### src/rtl/fir_mon_pkg.sv
// Shared types, marker codes and arithmetic helpers for the FIR checkpoint monitor.
package fir_mon_pkg;

  typedef enum logic [2:0] {
    ST_IDLE   = 3'd0,
    ST_SEQ    = 3'd1,
    ST_ARMED  = 3'd2,
    ST_TIMING = 3'd3,
    ST_DONE   = 3'd4
  } mon_state_t;

  localparam logic [15:0] DEF_START_CODE = 16'h00A5;
  localparam logic [7:0]  DEF_END_CODE   = 8'h5A;
  localparam logic [15:0] PHASE_DD       = 16'h00DD;
  localparam logic [15:0] PHASE_CC       = 16'h00CC;

  localparam int unsigned SAT_W = 64;

  // Unsigned add clamped to the all-ones value of a w-bit result (w <= SAT_W).
  function automatic logic [SAT_W-1:0] sat_add(input logic [SAT_W-1:0] a,
                                               input logic [SAT_W-1:0] b,
                                               input int unsigned      w);
    logic [SAT_W:0]   sum;
    logic [SAT_W-1:0] lim;
    sum = {1'b0, a} + {1'b0, b};
    lim = (w >= SAT_W) ? '1 : ((SAT_W'(1) << w) - SAT_W'(1));
    return (sum > {1'b0, lim}) ? lim : sum[SAT_W-1:0];
  endfunction

endpackage

### src/rtl/fir_mon_seqmem.sv
// Expected-sequence register file: one synchronous write port, one asynchronous read port.
module fir_mon_seqmem #(
  parameter int unsigned DATA_W    = 16,
  parameter int unsigned SEQ_DEPTH = 16
) (
  input  logic                         clk,
  input  logic                         we,
  input  logic [$clog2(SEQ_DEPTH)-1:0] waddr,
  input  logic [DATA_W-1:0]            wdata,
  input  logic [$clog2(SEQ_DEPTH)-1:0] raddr,
  output logic [DATA_W-1:0]            rdata
);

  logic [DATA_W-1:0] mem [SEQ_DEPTH];

  // Contents deliberately survive reset and soft clear.
  always_ff @(posedge clk) begin
    if (we) mem[waddr] <= wdata;
  end

  assign rdata = mem[raddr];

endmodule

### src/rtl/fir_checkpoint_monitor.sv
// Watches the firmware status word, checks an expected value sequence, then times
// a fixed number of FIR runs delimited by start/end marker codes.
module fir_checkpoint_monitor
  import fir_mon_pkg::*;
#(
  parameter int unsigned DATA_W      = 16,
  parameter int unsigned CNT_W       = 32,
  parameter int unsigned NUM_RUNS    = 3,
  parameter int unsigned SEQ_DEPTH   = 16,
  parameter logic [15:0] START_CODE  = DEF_START_CODE,
  parameter logic [7:0]  END_CODE    = DEF_END_CODE,
  parameter int unsigned TIMEOUT_CYC = 250000
) (
  input  logic                         wb_clk_i,
  input  logic                         wb_rst_i,
  input  logic [DATA_W-1:0]            chk_i,
  input  logic                         clr_i,
  input  logic                         exp_we_i,
  input  logic [$clog2(SEQ_DEPTH)-1:0] exp_addr_i,
  input  logic [DATA_W-1:0]            exp_data_i,
  input  logic [$clog2(SEQ_DEPTH):0]   exp_len_i,
  input  logic                         strict_i,
  output logic                         busy_o,
  output logic                         seq_pass_o,
  output logic                         seq_fail_o,
  output logic                         run_done_o,
  output logic [3:0]                   run_idx_o,
  output logic [CNT_W-1:0]             run_lat_o,
  output logic [7:0]                   run_y_o,
  output logic [CNT_W-1:0]             total_o,
  output logic                         timeout_o,
  output logic                         all_done_o
);

  localparam int unsigned AW = $clog2(SEQ_DEPTH);
  localparam int unsigned LW = AW + 1;

  logic              soft_rst;
  logic [DATA_W-1:0] s_q, s_p, exp_word;
  logic              s_loaded_q, s_valid_q;
  mon_state_t        state_q, state_d;
  logic [LW-1:0]     idx_q;
  logic [CNT_W-1:0]  lat_q, elapsed_c;
  logic [3:0]        run_q;

  logic new_c, start_c, seq_hit_c, seq_done_c, seq_bad_c, end_c, timeout_c, last_run_c;
  logic idx_inc_c, pass_set_c, fail_set_c, lat_clr_c, lat_inc_c, run_end_c, run_to_c;

  assign soft_rst = wb_rst_i | clr_i;

  fir_mon_seqmem #(
    .DATA_W    (DATA_W),
    .SEQ_DEPTH (SEQ_DEPTH)
  ) u_seqmem (
    .clk   (wb_clk_i),
    .we    (exp_we_i),
    .waddr (exp_addr_i),
    .wdata (exp_data_i),
    .raddr (idx_q[AW-1:0]),
    .rdata (exp_word)
  );

  // Reported latency includes the edge that moved ARMED into TIMING.
  assign elapsed_c  = lat_q + CNT_W'(1);
  assign new_c      = s_valid_q && (s_q != s_p);
  assign start_c    = (s_q == DATA_W'(START_CODE));
  assign seq_hit_c  = new_c && (s_q == exp_word);
  assign seq_done_c = (idx_q >= exp_len_i) || (seq_hit_c && ((idx_q + LW'(1)) == exp_len_i));
  assign seq_bad_c  = new_c && !seq_hit_c && strict_i;
  assign end_c      = (s_q[7:0] == END_CODE);
  assign timeout_c  = !end_c && (elapsed_c >= CNT_W'(TIMEOUT_CYC));
  assign last_run_c = ((run_q + 4'd1) == 4'(NUM_RUNS));

  always_ff @(posedge wb_clk_i) begin
    if (soft_rst) state_q <= ST_IDLE;
    else          state_q <= state_d;
  end

  always_comb begin
    state_d = state_q;
    unique case (state_q)
      ST_IDLE:   state_d = (exp_len_i == '0) ? ST_ARMED : ST_SEQ;
      ST_SEQ:    if (seq_done_c || seq_bad_c) state_d = ST_ARMED;
      ST_ARMED:  if (start_c) state_d = ST_TIMING;
      ST_TIMING: if (end_c || timeout_c) state_d = last_run_c ? ST_DONE : ST_ARMED;
      ST_DONE:   state_d = ST_DONE;
      default:   state_d = ST_IDLE;
    endcase
  end

  // Per-state datapath strobes; an end match takes precedence over the timeout.
  always_comb begin
    idx_inc_c  = 1'b0;
    pass_set_c = 1'b0;
    fail_set_c = 1'b0;
    lat_clr_c  = 1'b0;
    lat_inc_c  = 1'b0;
    run_end_c  = 1'b0;
    run_to_c   = 1'b0;
    unique case (state_q)
      ST_IDLE:   pass_set_c = (exp_len_i == '0);
      ST_SEQ: begin
        idx_inc_c  = seq_hit_c;
        pass_set_c = seq_done_c;
        fail_set_c = seq_bad_c && !seq_done_c;
      end
      ST_ARMED:  lat_clr_c = start_c;
      ST_TIMING: begin
        run_end_c = end_c;
        run_to_c  = timeout_c;
        lat_inc_c = !end_c && !timeout_c;
      end
      default: ;
    endcase
  end

  always_ff @(posedge wb_clk_i) begin
    if (soft_rst) begin
      s_q        <= '0;
      s_p        <= '0;
      s_loaded_q <= 1'b0;
      s_valid_q  <= 1'b0;
      idx_q      <= '0;
      lat_q      <= '0;
      run_q      <= '0;
      busy_o     <= 1'b0;
      seq_pass_o <= 1'b0;
      seq_fail_o <= 1'b0;
      run_done_o <= 1'b0;
      run_idx_o  <= '0;
      run_lat_o  <= '0;
      run_y_o    <= '0;
      total_o    <= '0;
      timeout_o  <= 1'b0;
      all_done_o <= 1'b0;
    end else begin
      s_q        <= chk_i;
      s_p        <= s_q;
      s_loaded_q <= 1'b1;
      s_valid_q  <= s_loaded_q;
      if (idx_inc_c) idx_q <= idx_q + LW'(1);
      if (lat_clr_c)      lat_q <= '0;
      else if (lat_inc_c) lat_q <= elapsed_c;
      if (pass_set_c) seq_pass_o <= 1'b1;
      if (fail_set_c) seq_fail_o <= 1'b1;
      if (run_to_c)   timeout_o  <= 1'b1;
      run_done_o <= run_end_c;
      if (run_end_c) begin
        run_lat_o <= elapsed_c;
        run_y_o   <= s_q[15:8];
        run_idx_o <= run_q;
        total_o   <= CNT_W'(sat_add(SAT_W'(total_o), SAT_W'(elapsed_c), CNT_W));
      end
      if (run_end_c || run_to_c) run_q <= run_q + 4'd1;
      busy_o     <= (state_d != ST_IDLE) && (state_d != ST_DONE);
      all_done_o <= (state_d == ST_DONE);
    end
  end

endmodule

### config.mk
export PLATFORM = sky130hd
export DESIGN_NAME = fir_checkpoint_monitor
export DESIGN_NICKNAME = d
export VERILOG_FILES = /design/src/rtl/fir_mon_pkg.sv /design/src/rtl/fir_mon_seqmem.sv /design/src/rtl/fir_checkpoint_monitor.sv
export SDC_FILE = /design/constraint.sdc
export NUM_CORES = 1
export LEC_CHECK = 0
export ABC_CLOCK_PERIOD_IN_PS = 4000
export CAP_MARGIN = 5
export CELL_PAD_IN_SITES_DETAIL_PLACEMENT = 1
export CELL_PAD_IN_SITES_GLOBAL_PLACEMENT = 1
export CORE_MARGIN = 5
export CORE_UTILIZATION = 44
export CTS_CLUSTER_SIZE = 25
export DETAILED_ROUTE_END_ITERATION = 16
export PLACE_DENSITY_LB_ADDON = 0.1
export SYNTH_ARGS = -nofsm -noshare
export SYNTH_HDL_FRONTEND = slang
export SYNTH_SLANG_ARGS = --single-unit
### constraint.sdc
create_clock -name wb_clk_i -period 4 [get_ports wb_clk_i]
set_clock_uncertainty 0.15 [all_clocks]
set_input_delay 0.8 -clock wb_clk_i [delete_from_list [all_inputs] [get_ports wb_clk_i]]
set_output_delay 0.8 -clock wb_clk_i [all_outputs]
set_load 0.03 [all_outputs]
# Word-level counts from Yosys, hierarchy flattened

Memory sizes are Yosys's and may differ from the RTL's. A register that Yosys moved wholly into a read port is not among the register bits.
Index checks and enable logic that the tools add are counted.

$add $sub $neg: 4
Order comparisons: 3
Equal/unequal tests: 12
Mux-type cells: 19
Bitwise gates (word level): 1
Reduce and logical (&&, ||, !) cells: 21

Operators by type and width:

| cell                  | number |
|---|---|
| $add 32x32->33        | 1 |
| $gt 33x32->1 const B  | 1 |
| $add 32x1->32 const B | 1 |
| $ge 32x18->1 const B  | 1 |
| $mux 32               | 1 |
| $eq 16x16->1          | 1 |
| $eq 16x8->1 const B   | 1 |
| $ne 16x16->1          | 1 |
| $pmux 3 s5            | 1 |
| $mux 3                | 4 |
| $logic_and 1x1->1     | 9 |
| $mux 1                | 9 |
| $eq 8x7->1 const B    | 1 |
| $mux 4                | 2 |
| $eq 3x2->1 const B    | 2 |
| $eq 3x3->1 const B    | 2 |
| $add 5x1->5 const B   | 1 |
| $eq 5x5->1            | 1 |
| $ge 5x5->1            | 1 |
| $logic_not 5->1       | 1 |
| $add 4x1->4 const B   | 1 |
| $eq 4x2->1 const B    | 1 |
| $logic_not 1->1       | 4 |
| $logic_or 1x1->1      | 4 |
| other kinds (8)       | 8 |

Register bits: 160
Bits in writable memories: 256
Input port bits: 46
Output and inout bits: 82
Word-level logic and storage cells: 79
Memories: 1

Memory list:

| name         | words | width | rd ports | clocked after Yosys merged registers in | write ports | line                 | source |
|---|---|---|---|---|---|---|---|
| u_seqmem.mem | 16    | 16    | 1        | 1                                       | 1           | fir_mon_seqmem.sv:14 | `logic [DATA_W-1:0] mem [SEQ_DEPTH];` |

# Depth between registers and ports, before layout

Depth in word-level cells: 11
Gate-level depth with buffers: 19
Depth with buffers taken out: 15

# Modules after synthesis

From an unflattened synthesis, not the netlist that was laid out.

Cell total of the unflattened synthesis: 1441
Area, all modules: 18265.0 um^2

Modules (own cells, without submodules):

| module                 | times used | cells each | area an instance (um^2) | seq. area each (um^2) |
|---|---|---|---|---|
| fir_mon_seqmem         | 1          | 416        | 9723.1                  | 7687.4 |
| fir_checkpoint_monitor | 1          | 1025       | 8541.9                  | 3203.1 |

# Least setup slack after synthesis

No wires, ideal clock.

Path kind: register to register
Start: reg lat_q[0]
End: reg total_o[10]
Library setup time: 0.132 ns
Data arrival time: 3.606 ns
Data required time: 3.718 ns
Slack: 0.111 ns
Stages on the path, launching flop included: 18
Path buffers: 4
Clock period less this slack: 3.889 ns
Path through: dfxtp_1 -> ha_1 -> clkbuf_1 -> nand2_1 -> nor2_1 -> and3_1 -> xor2_1 -> ha_1 -> clkbuf_1 -> a21oi_1 -> nor2_1 -> nor2_1 -> o21ai_0 -> a211oi_1 -> and2_1 -> clkbuf_1 -> buf_1 -> a21oi_1

Word-level cells in the longest chain between the ends: 4

Ends and longest elaborated chain:

| item                    | line                          | source |
|---|---|---|
| start, declared         | fir_checkpoint_monitor.sv:43  | `logic [CNT_W-1:0] lat_q, elapsed_c;` |
| start signal, assigned  | fir_checkpoint_monitor.sv:143 | `else if (lat_inc_c) lat_q <= elapsed_c;` |
| $add 32x1->32           | fir_checkpoint_monitor.sv:64  | `assign elapsed_c = lat_q + CNT_W'(1);` |
| named net elapsed_c[26] | fir_checkpoint_monitor.sv:43  |  |
| $add 32x32->33          | fir_mon_pkg.sv:25             | `sum = {1'b0, a} + {1'b0, b};` |
| $gt 33x32->1            | fir_mon_pkg.sv:27             | `return (sum > {1'b0, lim}) ? lim : sum[SAT_W-1:0];` |
| $mux 32                 | fir_mon_pkg.sv:27             |  |
| end signal, assigned    | fir_checkpoint_monitor.sv:152 | `total_o <= CNT_W'(sat_add(SAT_W'(total_o), SAT_W'(elapsed_c), CNT_W));` |
| end, declared           | fir_checkpoint_monitor.sv:30  | `output logic [CNT_W-1:0] total_o,` |

The timed path passes the listed nets, and every way through them passes these cells.
A chain may end at the register's enable or synchronous reset.

# Worst setup path after layout

Start: reg lat_q[5]
End: reg total_o[30]

Word-level cells in the longest chain between the ends: 4

Ends and longest elaborated chain:

| item                    | line |
|---|---|
| $add 32x1->32 (*)       | fir_checkpoint_monitor.sv:64 |
| named net elapsed_c[19] | fir_checkpoint_monitor.sv:43 |
| $add 32x32->33 (*)      | fir_mon_pkg.sv:25 |
| $gt 33x32->1            | fir_mon_pkg.sv:27 |
| $mux 32 (*)             | fir_mon_pkg.sv:27 |

The timed path passes the listed nets; every way through them passes the cells marked *.

==> flow_summary.yaml <==
setup_path:
  worstSetupStartpointType: "register"
  worstPathArrival_ns: 4.14
  worstReg2RegEnd: "total_o[30]"
  cp_data_required_time_ns: 4.34
  r2r_start: "lat_q[5]"
  crit_type: "register to register"
  endpoint_kind: "register"
  rrSetupSlack_ns: 0.20
  ff2ff_path_depth: 15
  critPathLaunch: "lat_q[5]"
  path_max_fanout: 6
timing:
  worst_slew_pin_slew_ns: 0.819
  final.setup.tns_ns: 0
  period_minus_slack_ns: 3.80
  fin_crit_sh_pct: 95.1
  hold_slack_ns: 0.281
  slew_viol_final: 0
  hold_viol_final: 0
  max-slew-margin-rel_pct: 45.3
  rsz0062_at_grt: "true"
  finalSetupViolCount: 0
  max_freq_mhz: 263
layout:
  diodes: 0
  drive_above_1_share_pct: 18.6
  fin_util_pct: 54.7
  multi_input_area_mm2: 0.00735
  areaGrowthSynthToFinish_pct: 22.9
  final-seq-area_mm2: 0.0110
  fill_cells: 4267
  finalNetCount: 1791
placement:
  port_buffers: 127
  place.gp.congestion: 0.865
  hpwl_mm: 35.3
logic_synthesis:
  synthesis.nets: 1567
  synthCells: 1474
  synth_top_family_by_area: "simple AND/OR/NAND/NOR gates"
  mappedNetlistArea_mm2: 0.0186
  syn_area_per_cell_um2: 12.6
  synthAdderAreaFrac_pct: 3.20
  async_reset_ff_share_pct: 0
  synth_xor_area_share_pct: 5.41
  synth_edf_count: 256
  synth_flop_cell: "edfxtp_1"
  synth-seq-cells: 420
  ys_seq_area_share_pct: 59.0
  synth-simple-area-share_pct: 11.7
  synth-compound-area-share_pct: 8.21
  synth_cell_types: 79
  synth_warnings: 0
  synth_mux_area_share_pct: 9.88
grt:
  grt.total_usage_pct: 21.4
  grt_pass1_vias: 13400
  antenna_found_initial: 0
  globalRouteOverflowTotal: 0
  grt_start_max_net_pins: 72
  grt_pass1_wl_mm: 78.3
detailed_routing:
  wire_per_inst_um: 22.2
  ant_nets: 0
  vias: 12500
  avgViaCountPerCell: 5.50
  wl_mm: 50.6
  drtIter0Drc: 707
  drtPass1Iterations: 5
  drc_errors: 0
die:
  io_pins: 128
  die_y_um: 216
  rows: 75
  coreArea_mm2: 0.0419
  die_w_um: 216
  dieArea_mm2: 0.0465
  start_util_pct: 44.5
clock_tree:
  hold_buffers: 0
  cts.path.max_buffers: 3
  tritoncts: "yes"
  cts-root-buf: "clkbuf_16"
  clk_latency_ns: 0.59
  numCtsBuffers: 45
  clkTransAtPathRegs_ns: 0.06
  htreeDepth: 2
  numClockSinks: 420
power:
  fin_total_pwr_w: 0.00893
  ir_drop_v: 0.000414
  leakage_nw: 8.41
  power.density_mw_per_mm2: 390
min_path:
  hp-class: "register to register"
  whs_path_depth: 1
  holdCritStartpoint: "s_loaded_q"
  holdPathEnd: "s_valid_q"
status:
  outcome: "finished, final reports clean"
job:
  maxCapViolCount: 0
==> through the flow <==
step	instance area [um2]	setup WS [ns]	std cells
global route	22900	-0.0794	2272
floorplan	18600	0.111	1474
detailed placement	21300	-0.103	2186
CTS	22700	0.00672	2269
global placement	21300	0.0554	2186
finish	22900	0.195	2272
==> cell usage after synthesis (21+ instances only) <==
| library cell | instances | area (um2) |
|---|---|---|
| a21o_1 | 22 | 165 |
| a21oi_1 | 79 | 395 |
| and2_1 | 54 | 338 |
| buf_2 | 21 | 105 |
| clkbuf_1 | 45 | 169 |
| dfxtp_1 | 164 | 3280 |
| edfxtp_1 | 256 | 7690 |
| ha_1 | 46 | 576 |
| inv_1 | 30 | 113 |
| mux2i_1 | 34 | 340 |
| mux4_2 | 66 | 1490 |
| nand2_1 | 102 | 383 |
| nand3_1 | 27 | 135 |
| nor2_1 | 124 | 465 |
| nor3_1 | 35 | 175 |
| o21ai_0 | 52 | 260 |
| xnor2_1 | 59 | 517 |
| xor2_1 | 56 | 490 |
==> placed cells by master, fill, tap and decap left out, types with 5 or more instances in the layout <==
cell type / n
nand3_1: 26
nand4_1: 17
buf_12: 7
a21o_1: 22
o21ai_1: 5
o211ai_1: 7
o21bai_1: 5
nand2b_1: 7
or4_1: 6
inv_1: 30
xnor2_2: 7
ha_1: 43
o31ai_1: 6
mux2i_1: 34
clkbuf_16: 45
dfxtp_1: 160
nor2_1: 120
buf_4: 123
edfxtp_1: 256
nor2b_1: 8
clkdlybuf4s50_1: 127
a211oi_1: 17
nor3_1: 30
o21ai_0: 47
clkbuf_1: 7
a21oi_1: 76
xor2_1: 54
nand2_1: 102
nor3_2: 5
and3_1: 10
a31oi_1: 9
clkinv_2: 14
and4_1: 7
xnor2_1: 52
mux4_2: 66
nor4_1: 13
and2_1: 50
clkinv_1: 7
==> critical path, cell delays in order, from the launching register on <==
cell and delay [ns]:
dfxtp_1 0.33, and4_2 0.28, buf_4 0.15, nand2_2 0.13, nor2_4 0.15, buf_4 0.14
nand2_1 0.09, xnor2_2 0.21, ha_2 0.34, and3_1 0.21, a311oi_2 0.39, o21ai_1 0.14
o21a_1 0.23, o311a_1 0.37, o2111a_1 0.23, nor3_1 0.17
==> area by class of cell <==
type,instances,area share [%]
Sequential cell,420,48.0
Multi-Input combinational cell,942,32.1
Timing Repair Buffer,257,10.2
Clock buffer,55,5.22
Tap cell,539,2.95
Clock inverter,27,0.979
Inverter,32,0.525
==> cell families after synthesis <==
logic type / after synthesis
compound gates: 241
xor+xnor: 115
fa+ha+maj: 47
buf+inv: 112
flops: 420
mux: 101
simple gates: 438
==> registers in the layout (all words and copies together) (netlist names), 3 cells and up, named ones only <==
register / cells
run_y_o: 8
s_q: 16
run_lat_o: 32
idx_q: 5
run_idx_o: 4
u_seqmem.mem: 256
state_q: 3
lat_q: 32
s_p: 16
run_q: 4
total_o: 32
==> where the power goes <==
part | internal, W | switching [W] | leakage, nW
combinational | 0.0000992 | 0.000138 | 4.06
sequential | 0.00465 | 0.0000341 | 3.64
clock | 0.00227 | 0.00174 | 0.708
==> timing repair <==
item	4_1_cts	5_1_grt
setup endpoints to repair	3	32
setup buffers	1	3
gates resized for setup	6	35
pin swaps	1	4
cloned	0	0
==> layer usage <==
metal,wire (um),GRT usage [%]
met3,1740,3.48
met2,25700,38.0
met4,1120,5.46
met5,0,0
met1,22000,27.6
==> worst max path at each step <==
stage	cells after the start	endpoint	slack (ns)
after floorplan	17	total_o[10]	0.11
after global placement	13	total_o[31]	0.06
after detailed placement	14	total_o[30]	-0.10
after CTS	13	total_o[31]	0.007
after global routing	15	total_o[30]	-0.08
final	15	total_o[30]	0.20
Power figures use the tool's default switching activity.
